`config.mk`:
```
export PLATFORM = sky130hd
export DESIGN_NAME = victim_writeback_buffer
export DESIGN_NICKNAME = d
export VERILOG_FILES = /design/src/rtl/victim_writeback_buffer.sv
export SDC_FILE = /design/constraint.sdc
export NUM_CORES = 2
export LEC_CHECK = 0
export BUFFER_PORTS_ARGS = -buffer_cell sky130_fd_sc_hd__buf_4
export CAP_MARGIN = 5
export CELL_PAD_IN_SITES_DETAIL_PLACEMENT = 0
export CELL_PAD_IN_SITES_GLOBAL_PLACEMENT = 1
export CORE_UTILIZATION = 45
export DETAILED_ROUTE_END_ITERATION = 8
export GPL_TIMING_DRIVEN = 1
export PLACE_DENSITY_LB_ADDON = 0.1
export SYNTH_ARGS = -nofsm -noshare
export SYNTH_HDL_FRONTEND = slang
export SYNTH_SLANG_ARGS = --single-unit
```
`constraint.sdc`:
```
create_clock -name clock -period 7.9 [get_ports clock]
set_input_delay 1.185 -clock clock [delete_from_list [all_inputs] [get_ports clock]]
set_output_delay 1.185 -clock clock [all_outputs]
set_load 0.02 [all_outputs]
```
`src/rtl/victim_writeback_buffer.sv`:
```
// victim_writeback_buffer
// Age-ordered FIFO of dirty victim lines. Each line is written back to memory
// over the shared bus, one at a time. Queued lines are forwarded to MSHR
// lookups so that an in-flight writeback never exposes stale memory data.
// Optional feature macro: VICTIM_WB_COALESCE_EN. When it is defined, a dirty
// row that matches a queued non-head entry overwrites that entry in place.
module victim_writeback_buffer #(
   parameter int XLEN      = 32,
   parameter int LINE_BITS = 5,
   parameter int DEPTH     = 4,
   parameter int N_LOOKUP  = 4,
   localparam int TAG_W    = XLEN - LINE_BITS - 3
) (
   input  logic                               clock,
   input  logic                               reset,
   input  logic                               ld_ev_valid,
   input  logic                               ld_ev_dirty,
   input  logic [TAG_W-1:0]                   ld_ev_tag,
   input  logic [LINE_BITS-1:0]               ld_ev_idx,
   input  logic [63:0]                        ld_ev_data,
   input  logic                               st_ev_valid,
   input  logic                               st_ev_dirty,
   input  logic [TAG_W-1:0]                   st_ev_tag,
   input  logic [LINE_BITS-1:0]               st_ev_idx,
   input  logic [63:0]                        st_ev_data,
   output logic                               wb_almost_full,
   output logic                               wb_empty,
   output logic                               overflow_err,
   output logic [1:0]                         proc2mem_command,
   output logic [XLEN-1:0]                    proc2mem_addr,
   output logic [63:0]                        proc2mem_data,
   input  logic                               mem_grant,
   input  logic [3:0]                         mem2proc_response,
   input  logic [N_LOOKUP-1:0]                lk_valid,
   input  logic [N_LOOKUP-1:0][XLEN-1:0]      lk_addr,
   output logic [N_LOOKUP-1:0]                lk_hit,
   output logic [N_LOOKUP-1:0][63:0]          lk_data
);

   localparam int PTR_W = $clog2(DEPTH);
   localparam int CNT_W = $clog2(DEPTH + 1);
   localparam logic [1:0] BUS_NONE  = 2'd0;
   localparam logic [1:0] BUS_STORE = 2'd2;
`ifdef VICTIM_WB_COALESCE_EN
   localparam bit COALESCE = 1'b1;
`else
   localparam bit COALESCE = 1'b0;
`endif

   typedef enum logic {ST_IDLE = 1'b0, ST_ISSUE = 1'b1} state_e;

   logic [TAG_W-1:0]     tag_q  [DEPTH];
   logic [TAG_W-1:0]     tag_d  [DEPTH];
   logic [LINE_BITS-1:0] idx_q  [DEPTH];
   logic [LINE_BITS-1:0] idx_d  [DEPTH];
   logic [63:0]          data_q [DEPTH];
   logic [63:0]          data_d [DEPTH];
   logic [DEPTH-1:0]     valid_q, valid_d;
   logic [PTR_W-1:0]     head_q, head_d, tail_q, tail_d;
   logic [CNT_W-1:0]     count_q, count_d;
   logic                 overflow_q, overflow_d;
   state_e               state_q, state_d;

   logic                 ld_push_s, st_push_s, accept_s;
   logic                 ld_merge_s, st_merge_s;
   logic [PTR_W-1:0]     ld_merge_slot_s, st_merge_slot_s;
   logic                 lk_lsb_unused_s;

   assign ld_push_s = ld_ev_valid & ld_ev_dirty;
   assign st_push_s = st_ev_valid & st_ev_dirty;
   assign accept_s  = (state_q == ST_ISSUE) & mem_grant & (mem2proc_response != 4'd0);

   // Find a queued non-head entry that each eviction row could coalesce into.
   always_comb begin
      ld_merge_s      = 1'b0;
      st_merge_s      = 1'b0;
      ld_merge_slot_s = '0;
      st_merge_slot_s = '0;
      for (int s = 0; s < DEPTH; s++) begin
         if (COALESCE && valid_q[s] && (PTR_W'(s) != head_q)) begin
            if ({tag_q[s], idx_q[s]} == {ld_ev_tag, ld_ev_idx}) begin
               ld_merge_s      = 1'b1;
               ld_merge_slot_s = PTR_W'(s);
            end else begin
               ld_merge_s      = ld_merge_s;
            end
            if ({tag_q[s], idx_q[s]} == {st_ev_tag, st_ev_idx}) begin
               st_merge_s      = 1'b1;
               st_merge_slot_s = PTR_W'(s);
            end else begin
               st_merge_s      = st_merge_s;
            end
         end else begin
            ld_merge_s = ld_merge_s;
         end
      end
   end

   // Queue update: pop the accepted head, then place the load row before the store row.
   always_comb begin
      logic [CNT_W-1:0] fill_v;
      logic             ld_new_v;
      logic [PTR_W-1:0] ld_slot_v;
      tag_d      = tag_q;
      idx_d      = idx_q;
      data_d     = data_q;
      valid_d    = valid_q;
      tail_d     = tail_q;
      overflow_d = overflow_q;
      fill_v     = count_q;
      ld_new_v   = 1'b0;
      ld_slot_v  = tail_q;
      if (accept_s) begin
         valid_d[head_q] = 1'b0;
         head_d          = head_q + PTR_W'(1);
      end else begin
         head_d          = head_q;
      end
      if (ld_push_s && ld_merge_s) begin
         data_d[ld_merge_slot_s] = ld_ev_data;
      end else if (ld_push_s && (fill_v == CNT_W'(DEPTH))) begin
         overflow_d = 1'b1;
      end else if (ld_push_s) begin
         tag_d[tail_d]   = ld_ev_tag;
         idx_d[tail_d]   = ld_ev_idx;
         data_d[tail_d]  = ld_ev_data;
         valid_d[tail_d] = 1'b1;
         ld_new_v        = 1'b1;
         ld_slot_v       = tail_d;
         tail_d          = tail_d + PTR_W'(1);
         fill_v          = fill_v + CNT_W'(1);
      end else begin
         ld_new_v        = 1'b0;
      end
      if (st_push_s && st_merge_s) begin
         data_d[st_merge_slot_s] = st_ev_data;
      end else if (st_push_s && COALESCE && ld_new_v &&
                   ({st_ev_tag, st_ev_idx} == {ld_ev_tag, ld_ev_idx})) begin
         data_d[ld_slot_v] = st_ev_data;
      end else if (st_push_s && (fill_v == CNT_W'(DEPTH))) begin
         overflow_d = 1'b1;
      end else if (st_push_s) begin
         tag_d[tail_d]   = st_ev_tag;
         idx_d[tail_d]   = st_ev_idx;
         data_d[tail_d]  = st_ev_data;
         valid_d[tail_d] = 1'b1;
         tail_d          = tail_d + PTR_W'(1);
         fill_v          = fill_v + CNT_W'(1);
      end else begin
         fill_v          = fill_v;
      end
      count_d = fill_v - (accept_s ? CNT_W'(1) : CNT_W'(0));
   end

   // Next state: keep issuing while anything remains queued after this edge.
   always_comb begin
      case (state_q)
         ST_IDLE:  state_d = (count_d != CNT_W'(0)) ? ST_ISSUE : ST_IDLE;
         ST_ISSUE: begin
            if (accept_s) begin
               state_d = (count_d != CNT_W'(0)) ? ST_ISSUE : ST_IDLE;
            end else begin
               state_d = ST_ISSUE;
            end
         end
         default:  state_d = ST_IDLE;
      endcase
   end

   // State and queue storage; reset drops any line still waiting to be written back.
   always_ff @(posedge clock or negedge reset) begin
      if (!reset) begin
         state_q    <= ST_IDLE;
         valid_q    <= '0;
         head_q     <= '0;
         tail_q     <= '0;
         count_q    <= '0;
         overflow_q <= 1'b0;
         for (int s = 0; s < DEPTH; s++) begin
            tag_q[s]  <= '0;
            idx_q[s]  <= '0;
            data_q[s] <= 64'd0;
         end
      end else begin
         state_q    <= state_d;
         valid_q    <= valid_d;
         head_q     <= head_d;
         tail_q     <= tail_d;
         count_q    <= count_d;
         overflow_q <= overflow_d;
         for (int s = 0; s < DEPTH; s++) begin
            tag_q[s]  <= tag_d[s];
            idx_q[s]  <= idx_d[s];
            data_q[s] <= data_d[s];
         end
      end
   end

   // Bus request and status flags; the address and data are zero unless a store is driven.
   always_comb begin
      case (state_q)
         ST_ISSUE: begin
            proc2mem_command = BUS_STORE;
            proc2mem_addr    = {tag_q[head_q], idx_q[head_q], 3'b000};
            proc2mem_data    = data_q[head_q];
         end
         default: begin
            proc2mem_command = BUS_NONE;
            proc2mem_addr    = '0;
            proc2mem_data    = 64'd0;
         end
      endcase
      wb_empty       = (count_q == CNT_W'(0));
      wb_almost_full = (count_q >= CNT_W'(DEPTH - 1));
      overflow_err   = overflow_q;
   end

   // Forwarding: walk from oldest to youngest so that the youngest match is the one kept.
   always_comb begin
      logic [PTR_W-1:0] slot_v;
      lk_hit          = '0;
      lk_data         = '0;
      lk_lsb_unused_s = 1'b0;
      for (int i = 0; i < N_LOOKUP; i++) begin
         lk_lsb_unused_s = lk_lsb_unused_s ^ (^lk_addr[i][2:0]);
         for (int k = 0; k < DEPTH; k++) begin
            slot_v = head_q + PTR_W'(k);
            if (lk_valid[i] && valid_q[slot_v] &&
                (lk_addr[i][XLEN-1:3] == {tag_q[slot_v], idx_q[slot_v]})) begin
               lk_hit[i]  = 1'b1;
               lk_data[i] = data_q[slot_v];
            end else begin
               lk_hit[i]  = lk_hit[i];
            end
         end
      end
   end

endmodule

```
## Word-level counts from Yosys, hierarchy flattened

Cells that the tools add are included.

| storage, ports and cells | value |
|---|---|
| memory bits (read-only) | 0 |
| memories kept | 0 |
| bits in latches | 0 |
| input bits | 329 |
| bits in registers | 385 |
| output and inout bits | 361 |
| word-level logic and storage cells | 254 |
| memory bits (writable) | 0 |

| operators by class | value |
|---|---|
| bitwise operators | 15 |
| mux-type cells | 134 |
| order comparisons | 18 |
| $mul | 0 |
| div/mod/pow operators | 0 |
| reduce and logical (&&, ||, !) cells | 43 |
| shifts and indexed selects | 0 |
| $add $sub $neg | 8 |
| equal/unequal tests | 18 |

Operators by type and width:

| cell | count |
|---|---|
| 2-to-1 mux 64 bit | 27 |
| 2-to-1 mux 256 bit | 4 |
| binary-select mux 64 bit (select 2 bit) | 4 |
| bitwise mux 256 bit | 2 |
| == test 29 bit | 16 |
| 2-to-1 mux 96 bit | 4 |
| demux 64 bit (select 2 bit) | 2 |
| 2-to-1 mux 24 bit | 10 |
| binary-select mux 24 bit (select 2 bit) | 4 |
| bitwise mux 96 bit | 2 |
| demux 24 bit (select 2 bit) | 2 |
| 2-to-1 mux 20 bit | 4 |
| 2-to-1 mux 5 bit | 10 |
| binary-select mux 5 bit (select 2 bit) | 4 |
| bitwise mux 20 bit | 2 |
| logical AND 1 bit | 39 |
| 2-to-1 mux 32 bit | 1 |
| 2-to-1 mux 1 bit | 28 |
| demux 5 bit (select 2 bit) | 2 |
| 2-to-1 mux 4 bit | 5 |
| >= comparator 3 bit, second input constant | 6 |
| < comparator 2 x 3 -> 1 bit, second input constant | 6 |
| inverter 2 -> 3 bit | 6 |
| 2-to-1 mux 3 bit | 4 |
| other kinds (21) | 42 |

## Longest topological paths before layout

| depth | value |
|---|---|
| depth in word-level cells | 13 |
| gate-level depth with buffers | 22 |
| depth with buffers taken out | 13 |

## Worst setup path after synthesis

No wires, ideal clock.

| path | value |
|---|---|
| path kind | reg-to-output |
| start point | register head_q[1] |
| end point | output port lk_data[38] (netlist bit) |
| required time | 6.715 ns |
| cell stages (with the launch flop) | 20 |
| path buffers | 10 |
| path slack | 1.168 ns |
| arrival | 5.547 ns |
| path through | dfrtp_1 -> buf_2 -> buf_2 -> buf_2 -> buf_1 -> clkbuf_1 -> inv_1 -> ha_1 -> buf_6 -> buf_6 -> mux4_2 -> a2111oi_2 -> nand4_1 -> or4_1 -> clkbuf_1 -> or3_1 -> and3_1 -> buf_2 -> buf_2 -> o31ai_1 |

RTL lines:

| element | line | source |
|---|---|---|
| start, declared | 59 | `logic [PTR_W-1:0] head_q, head_d, tail_q, tail_d;` |
| start signal, assigned | 175 | `head_q <= '0;` |
| start signal, assigned | 187 | `head_q <= head_d;` |
| end, declared | 37 | `output logic [N_LOOKUP-1:0][63:0] lk_data` |

==> results_dict.tcl <==
set metrics [dict create \
    post-route-period-util_pct 93.75 \
    nets 5209 \
    synth_cells 4463 \
    asyncSetResetFlopFracSynth_pct 100.0 \
    routed_via_density 6.612 \
    hold_viol 0 \
    clkSinkCount 385 \
    crit_fanout 109 \
    cp-end-kind "primary output" \
    grt_setup_unrepaired "no" \
    fin_util_pct 54.02 \
    cts.path.max_buffers 3 \
    worstSetupPathType "reg2out" \
    grtUsageTotal_pct 41.23 \
    power.total_mw 25.61 \
    ys_warn_count 0 \
    worstMarginPinSlew_ps 1194 \
    dr.pass1.iters 7 \
    drv_cap 0 \
    cts_resized 0 \
    power.internal_mw 12.45 \
    required_ps 6710 \
    synth_top_family_by_area "multiplexers" \
    leakagePower_nw 22.62 \
    outcome "completed" \
    drt_wl_total_microns 200600 \
    ys.flop_type "dfrtp_1" \
    start_util_pct 45.70 \
    syn_area_sq_mm 0.04214 \
    finalSetupTns_ps 0 \
    yosys.area_share.simple_pct 11.81 \
    post_cts_buffers 0 \
    drt_iter0_markers 5276 \
    yosysSeqAreaShare_pct 22.86 \
    htreeDepth 2 \
    postCtsHoldBufs 0 \
    hp-class "in2async" \
    cts_made_buffers 51 \
    drive_gt1_share_pct 28.38 \
    holdWs_ps 448.7 \
    synth.distinct_cells 61 \
    critPathArrivalTime_ps 6220 \
    insertion_delay_ps 670 \
    clockPowerShare_pct 9.9 \
    synth-edff-count 0 \
    power.density_mw_per_mm2 514.1 \
    r2r-start "count_q[0]$_DFF_PN0_" \
    fp.dieH_microns 308.0 \
    slew_headroom_pct 20.41 \
    synthAdderAreaFrac_pct 0.5641 \
    vdd_ir_drop_max_uv 491.1 \
    r2r_slack_ps 3330 \
    fmax_ghz 0.1350 \
    vias 40760 \
    fin_skew_ps 16.89 \
    clk_pin_slew_ps 60 \
    drcViolationCount 0 \
    place_inst 6051 \
    ff2ff_path_depth 10 \
    die-area_sq_mm 0.09488 \
    swShare_pct 51.38 \
    core_area_sq_mm 0.09222 \
    cts-root-buf "clkbuf_16" \
    pwr-share-comb_pct 73.0 \
    routedWlPerCell_microns 32.55 \
    synth-seq-cells 385 \
    ios 690 \
    maxSlewViolCount 0 \
    grt_pass1_wl_microns 283600 \
    grt_max_degree 162 \
    grt_remaining_overflow 0 \
    grt_pass1_vias 37860 \
    port_buffers 673 \
    synth_compound_area_share_pct 12.54 \
    synth_mux_area_share_pct 37.57 \
    gp_congestion 1.051 \
    stdcell_count 6164 \
    hpwl_microns 138700 \
    regToRegEndpoint "data_q[177]$_DFF_PN0_" \
    setup_violations 0 \
    postRouteAntennaNets 0 \
    syn_area_per_cell_sq_um 9.442 \
    antenna_found_initial 27 \
    sequentialPowerShare_pct 17.2 \
    num_rows 111 \
    area_delta_synth_final_pct 18.21 \
    worstSetupStartpointType "flip-flop" \
    synthXorXnorAreaFrac_pct 9.456 \
    period_needed_ps 7406 \
    fp.dieW_microns 308.0 \
    cts_tree "built" \
    switchingPower_mw 13.16 \
]
power by group through the flow:
| stage | combinational [mW] | sequential [mW] | clock (mW) |
|---|---|---|---|
| 2_1_floorplan | 12.9 | 3.85 | 0 |
| 3_3_place_gp | 18.2 | 4.25 | 0 |
| 3_5_place_dp | 18.2 | 4.36 | 0 |
| 4_1_cts | 18.3 | 4.33 | 2.55 |
| 5_1_grt | 19.6 | 4.55 | 2.62 |
| 6_report | 18.7 | 4.39 | 2.53 |
kinds of logic (layout without fill, tap and decap cells):
logic type	Yosys count	in the layout
multiplexers	1097	1097
AND/OR/NAND/NOR	1064	1064
AO/OA/AOI/OAI	925	925
buffers and inverters	517	953
XOR/XNOR	455	455
flip-flops	385	385
adder cells (fa/ha/maj)	19	19
other	1	23
worst max-delay path, stage by stage, from the launching register on:
cell and delay, ps:
dfrtp_4 610, buf_12 530, mux4_2 780, xor2_1 250, nor4_1 510, nand4_1 170, or4_1 790, and3_2 610
buf_12 290, o32ai_1 560, buf_4 250
sequential cells by signal (all words and copies together) (netlist names):
signal        cells
data_q          256
valid_q           4
state_q           1
head_q            2
tail_q            2
tag_q            96
overflow_err      1
idx_q            20
count_q           3
metrics by stage:
stage	setup slack (ps)	area, sq um
after floorplan	1168	42150
after global placement	1296	47990
after detailed placement	1271	47990
after CTS	541.8	49770
after global routing	291.1	49800
final	493.5	49820
how the worst max path moves through the flow:
| stage | endpoint | slack, ps | from |
|---|---|---|---|
| floorplan | lk_data[38] | 1170 | head_q[1]$_DFFE_PN0N_ |
| global placement | lk_data[22] | 1300 | head_q[0]$_DFFE_PN0N_ |
| detailed placement | lk_data[22] | 1270 | head_q[0]$_DFFE_PN0N_ |
| CTS | lk_data[50] | 540 | head_q[0]$_DFFE_PN0N_ |
| global route | lk_data[216] | 290 | head_q[0]$_DFFE_PN0N_ |
| finish | lk_data[50] | 490 | head_q[0]$_DFFE_PN0N_ |
cells in the mapped netlist (16+ instances only):
| cell | number | area share, % |
|---|---|---|
| a21oi_1 | 469 | 5.6 |
| o21a_1 | 29 | 0.52 |
| nand2_1 | 251 | 2.2 |
| clkbuf_1 | 252 | 2.2 |
| o21ai_0 | 228 | 2.7 |
| dfrtp_1 | 385 | 23 |
| a211oi_1 | 60 | 1.1 |
| nand4_1 | 90 | 1.3 |
| mux4_2 | 371 | 20 |
| o32ai_1 | 24 | 0.50 |
| mux2_2 | 137 | 3.7 |
| xnor2_1 | 295 | 6.1 |
| nor4_1 | 115 | 1.7 |
| xor2_1 | 160 | 3.3 |
| and2_1 | 98 | 1.5 |
| a221o_1 | 25 | 0.59 |
| buf_2 | 71 | 0.84 |
| mux2i_1 | 558 | 13 |
| or2_0 | 36 | 0.53 |
| buf_1 | 61 | 0.54 |
| buf_4 | 16 | 0.29 |
| inv_1 | 103 | 0.92 |
| nand3_1 | 21 | 0.25 |
| ha_1 | 19 | 0.56 |
| o31ai_1 | 36 | 0.64 |
| nor2_1 | 414 | 3.7 |
| mux2_1 | 31 | 0.83 |
per-layer routing:
layer | track usage, % | vias up | part of all wire (%)
li1 | - | 17350 | -
met1 | 55.22 | 20360 | 39
met2 | 64.15 | 2558 | 45
met3 | 9.792 | 474 | 11
met4 | 16.33 | 20 | 4.7
met5 | 0 | - | 0.066
placed cells by master, fill, tap and decap left out, types with 90 or more instances in the layout:
master     n
a21oi_1  469
and2_1    94
buf_4    737
dfrtp_1  382
inv_1    103
mux2_2   137
mux2i_1  558
mux4_2   371
nand2_1  241
nand4_1   90
nor2_1   414
nor4_1   113
o21ai_0  228
xnor2_1  295
xor2_1   160
layout make-up:
class | instances | area [sq um]
fillers | 8622 | 42400
multi-input cells | 3564 | 30510
flip-flops and latches | 385 | 9646
repair buffers | 755 | 5888
well taps | 1243 | 1555
clock buffers | 71 | 1483
inverters | 104 | 390.4
clock inverters | 23 | 295.3
diodes | 19 | 47.55
Power figures use the tool's default switching activity.
